File: src/rtl/serial_bit_feeder.sv
// Double-buffered parallel-to-serial stage: words arrive over valid/ready into a
// holding register and are shifted out MSB first, one bit every BIT_PERIOD cycles.
//
// state | meaning
// IDLE  | shift register empty; waits for the holding register to fill
// SHIFT | a word is being serialized; strobes every BIT_PERIOD cycles
module serial_bit_feeder #(
  parameter int WIDTH      = 8,
  parameter int BIT_PERIOD = 1
) (
  input  logic             clk,
  input  logic             rst,
  input  logic [WIDTH-1:0] din,
  input  logic             din_valid,
  output logic             din_ready,
  output logic             sout,
  output logic             sout_valid,
  output logic             done,
  output logic             busy
);

  localparam int BW = $clog2(WIDTH);
  localparam int PW = $clog2(BIT_PERIOD + 1);
  localparam logic [BW-1:0] LAST_BIT = BW'(WIDTH - 1);
  localparam logic [PW-1:0] LAST_PRE = PW'(BIT_PERIOD - 1);

  typedef enum logic {
    IDLE,
    SHIFT
  } state_t;

  state_t           state;
  logic [WIDTH-1:0] shift_reg;
  logic [WIDTH-1:0] hold_reg;
  logic             hold_full;
  logic [BW-1:0]    bit_cnt;
  logic [PW-1:0]    pre_cnt;
  logic             strobe;
  logic             last_bit;

  assign strobe   = (state == SHIFT) && (pre_cnt == LAST_PRE);
  assign last_bit = (bit_cnt == LAST_BIT);

  always_ff @(posedge clk) begin
    if (rst) begin
      state     <= IDLE;
      shift_reg <= '0;
      hold_reg  <= '0;
      hold_full <= 1'b0;
      bit_cnt   <= '0;
      pre_cnt   <= '0;
    end else begin
      // Accept and transfer never coincide: accept needs hold_full low, transfer needs it high.
      if (din_valid && !hold_full) begin
        hold_reg  <= din;
        hold_full <= 1'b1;
      end
      case (state)
        IDLE: begin
          if (hold_full) begin
            shift_reg <= hold_reg;
            hold_full <= 1'b0;
            bit_cnt   <= '0;
            pre_cnt   <= '0;
            state     <= SHIFT;
          end
        end
        SHIFT: begin
          if (!strobe) begin
            pre_cnt <= pre_cnt + PW'(1);
          end else if (!last_bit) begin
            shift_reg <= {shift_reg[WIDTH-2:0], 1'b0};
            bit_cnt   <= bit_cnt + BW'(1);
            pre_cnt   <= '0;
          end else if (hold_full) begin
            // Gapless hand-off: the next word's MSB follows on the very next bit slot.
            shift_reg <= hold_reg;
            hold_full <= 1'b0;
            bit_cnt   <= '0;
            pre_cnt   <= '0;
          end else begin
            bit_cnt <= '0;
            pre_cnt <= '0;
            state   <= IDLE;
          end
        end
        default: state <= IDLE;
      endcase
    end
  end

  // Outputs decode registered state only, so nothing depends on din_valid combinationally.
  assign din_ready  = ~hold_full;
  assign sout       = (state == SHIFT) ? shift_reg[WIDTH-1] : 1'b0;
  assign sout_valid = strobe;
  assign done       = strobe && last_bit;
  assign busy       = (state == SHIFT) || hold_full;

endmodule
File: config.mk
export PLATFORM = sky130hd
export DESIGN_NAME = serial_bit_feeder
export DESIGN_NICKNAME = d
export VERILOG_FILES = /design/src/rtl/serial_bit_feeder.sv
export SDC_FILE = /design/constraint.sdc
export NUM_CORES = 1
export LEC_CHECK = 0
export CAP_MARGIN = 20
export CORE_MARGIN = 2
export CORE_UTILIZATION = 51
export DETAILED_ROUTE_END_ITERATION = 8
export PLACE_DENSITY_LB_ADDON = 0.05
export SKIP_LAST_GASP = 1
export SYNTH_ARGS = -nofsm -noshare
export SYNTH_HDL_FRONTEND = slang
export SYNTH_SLANG_ARGS = --single-unit
File: constraint.sdc
create_clock -name clk -period 1.9 [get_ports clk]
set_input_delay 0.57 -clock clk [delete_from_list [all_inputs] [get_ports clk]]
set_output_delay 0.57 -clock clk [all_outputs]
set_load 0.01 [all_outputs]
==> impl_metrics.ini <==
[status]
status = complete, no violations

[cts]
clock_sinks = 22
cts_buffers = 3
clk_pin_slew_ps = 120
cts_tree = yes
cts-root-buf = clkbuf_4
clock_latency_ps = 310
cts_buffer_depth = 2
holdBufCountCts = 0
htree_num_levels = 1

[synthesis]
synth.avg_cell_area_um2 = 8.622
netlist_instances = 119
ys.warnings.count = 0
yosysSeqAreaShare = 0.4293
synthTopCellsByArea = dfxtp_1 43%, nand2_1 7.7%, a21oi_1 6.8%
syn_nets = 133
yosysTopAreaCellShare = 0.4293
post-synth-top-area-cell = dfxtp_1
synth_cell_type_count = 29
syn-cell-area_um2 = 1026
synth_seq_cells = 22

[finish]
fin_cells = 166
utilization = 0.6803
diodes = 0
area.growth.synth_to_final_pct = 27.44
final_area_um2 = 1308
drive_gt1_frac = 0.1367
finalNetCount = 154
fillers = 183

[routing]
viasPerCell = 5.386
vias = 894
drt_first_pass_iters = 4
ant_nets = 0
wl_um = 2096
dr.first_iter.drc_count = 11
detail_route.wl_per_cell_um = 12.63
drc_errors = 0

[global_route]
grt_overflow = 0
antenna_found_initial = 0
grt_pass1_vias = 889
grt_max_degree = 17
grt_pass1_wl_um = 3788
grt_usage = 0.2000

[timing]
period_share = 0.9778
hold_ws_ps = 469.6
maxSlewViolCount = 0
layout_setup_ws_ps = 42.15
grt_setup_unrepaired = yes
fin_crit_ps = 1858
tightest_slew_ps = 321.1
maxClockFrequency_mhz = 538.3
fin_skew_ps = 7.365
setup_viol = 0
slew-limit-headroom = 0.7859
setup_tns_ps = 0
finalHoldViolCount = 0

[power]
power.density_nw_per_um2 = 782.6
finalPower_mw = 1.023
ir_worst_vdd_v = 0.0005694
p_leak_nw = 0.5052

[setup_path]
criticalPathCategory = reg -> out
critPathMaxStageDelay_ps = 340
cp_slowest_cell = dfxtp_2
cp-end-kind = output pin
path_max_fanout = 2
required_ps = 1330
cp-start-kind = flop
cp_cell_sequence = ha_1 > ha_2 > and2_1 > clkbuf_2
arrival_ps = 1290

[floorplanning]
die_w_um = 48.85
start_util = 0.5339
row_count = 16
die_height_um = 48.85
die_area_um2 = 2386
core_area_um2 = 1922
io_pins = 16

[placement]
globalplace.congestion = 0.7579
place_inst = 160
numPortBuffers = 15
hpwl_um = 1564
placed_cell_area_um2 = 1229
pre_cts_slack_ps = 14.24

[worst_hold_path]
hold_path_class = reg -> reg

[job]
drv_cap = 0
-- logic make-up after synthesis --
family | count (synthesis) | share of synthesized area
buffers and inverters | 10 | 0.04878
adders and majority gates | 3 | 0.03659
DFF | 22 | 0.4293
and+or+nand+nor | 44 | 0.2146
muxes | 6 | 0.05976
AOI/OAI and AO/OA | 34 | 0.2110
-- report_power, final --
group	switching, mW	internal [mW]
Combinational	0.0690	0.0804
Sequential	0.0203	0.490
Clock	0.150	0.213
Total	0.239	0.784
-- worst max-delay path: cells and delay by family, from the launching register on --
family	cells	cell delay [ps]
fa+ha+maj	2	390
simple gates	1	130
buf+inv	1	120
flops	1	340
-- cell usage after synthesis --
library cell  count
a21o_1            2
nor3_1            1
o21ai_0           5
and2b_1           2
a211oi_1          1
nand2b_1          5
o32ai_1           1
and2_1            3
nand3_1           1
clkbuf_1          2
inv_1             3
or2b_1            3
mux2_1            1
buf_2             4
ha_1              3
buf_6             1
nand2_1          21
nor4_1            1
mux2i_1           5
a221oi_1          5
o32a_1            1
nor3b_1           1
a21oi_1          14
a31oi_1           1
nor2b_2           1
dfxtp_1          22
nand2_2           1
o31ai_1           4
nor2_1            4
-- routing by layer --
layer / GRT usage / part of all wire / vias up
li1: - / - / 458
met5: 0 / 0 / -
met4: 0.05714 / 0.011 / 0
met1: 0.2520 / 0.48 / 413
met3: 0.02761 / 0.039 / 2
met2: 0.3562 / 0.47 / 21
-- path summary, 6_finish.rpt --
kind               start            to  slack, ps  cells past startpoint
max           bit_cnt[0]          done         40                      4
min          hold_reg[7]   hold_reg[7]        470                      2
max reg2reg   bit_cnt[0]  shift_reg[7]        340                      5
min reg2reg  hold_reg[7]   hold_reg[7]        470                      2
-- placed cells by master, fill, tap and decap left out, drive strengths merged --
| cell type | synthesis | routed |
|---|---|---|
| o31ai | 4 | 4 |
| nor2b | 1 | 1 |
| clkdlybuf4s15 | 0 | 1 |
| clkdlybuf4s50 | 0 | 10 |
| o32a | 1 | 1 |
| mux2i | 5 | 5 |
| dfxtp | 22 | 22 |
| buf | 5 | 8 |
| nand3 | 1 | 1 |
| clkbuf | 2 | 4 |
| o21ai | 5 | 5 |
| nor4 | 1 | 1 |
| or2b | 3 | 3 |
| nor3b | 1 | 1 |
| nand2 | 22 | 22 |
| a21o | 2 | 2 |
| a31oi | 1 | 1 |
| nor2 | 4 | 4 |
| ha | 3 | 3 |
| a221oi | 5 | 5 |
| inv | 3 | 3 |
| dlygate4sd2 | 0 | 3 |
| and2b | 2 | 2 |
| bufinv | 0 | 1 |
| a211oi | 1 | 1 |
| a21oi | 14 | 14 |
| nand2b | 5 | 5 |
| o32ai | 1 | 1 |
| nor3 | 1 | 1 |
| and2 | 3 | 3 |
| mux2 | 1 | 1 |
-- area by class of cell --
type	count	area [µm²]	area share
inverters	3	11.26	0.008612
repair buffers	23	214.0	0.1636
well taps	27	33.78	0.02584
multi-input cells	87	550.5	0.4211
clock inverters	1	30.03	0.02297
clock buffers	3	22.52	0.01722
flip-flops and latches	22	445.4	0.3407
-- timing repair --
action | CTS | global route
gates resized for setup | 9 | 6
setup buffers | 0 | 2
endpoints found under the setup margin | 5 | 2
Note: power is estimated with default switching activity, not from simulation.
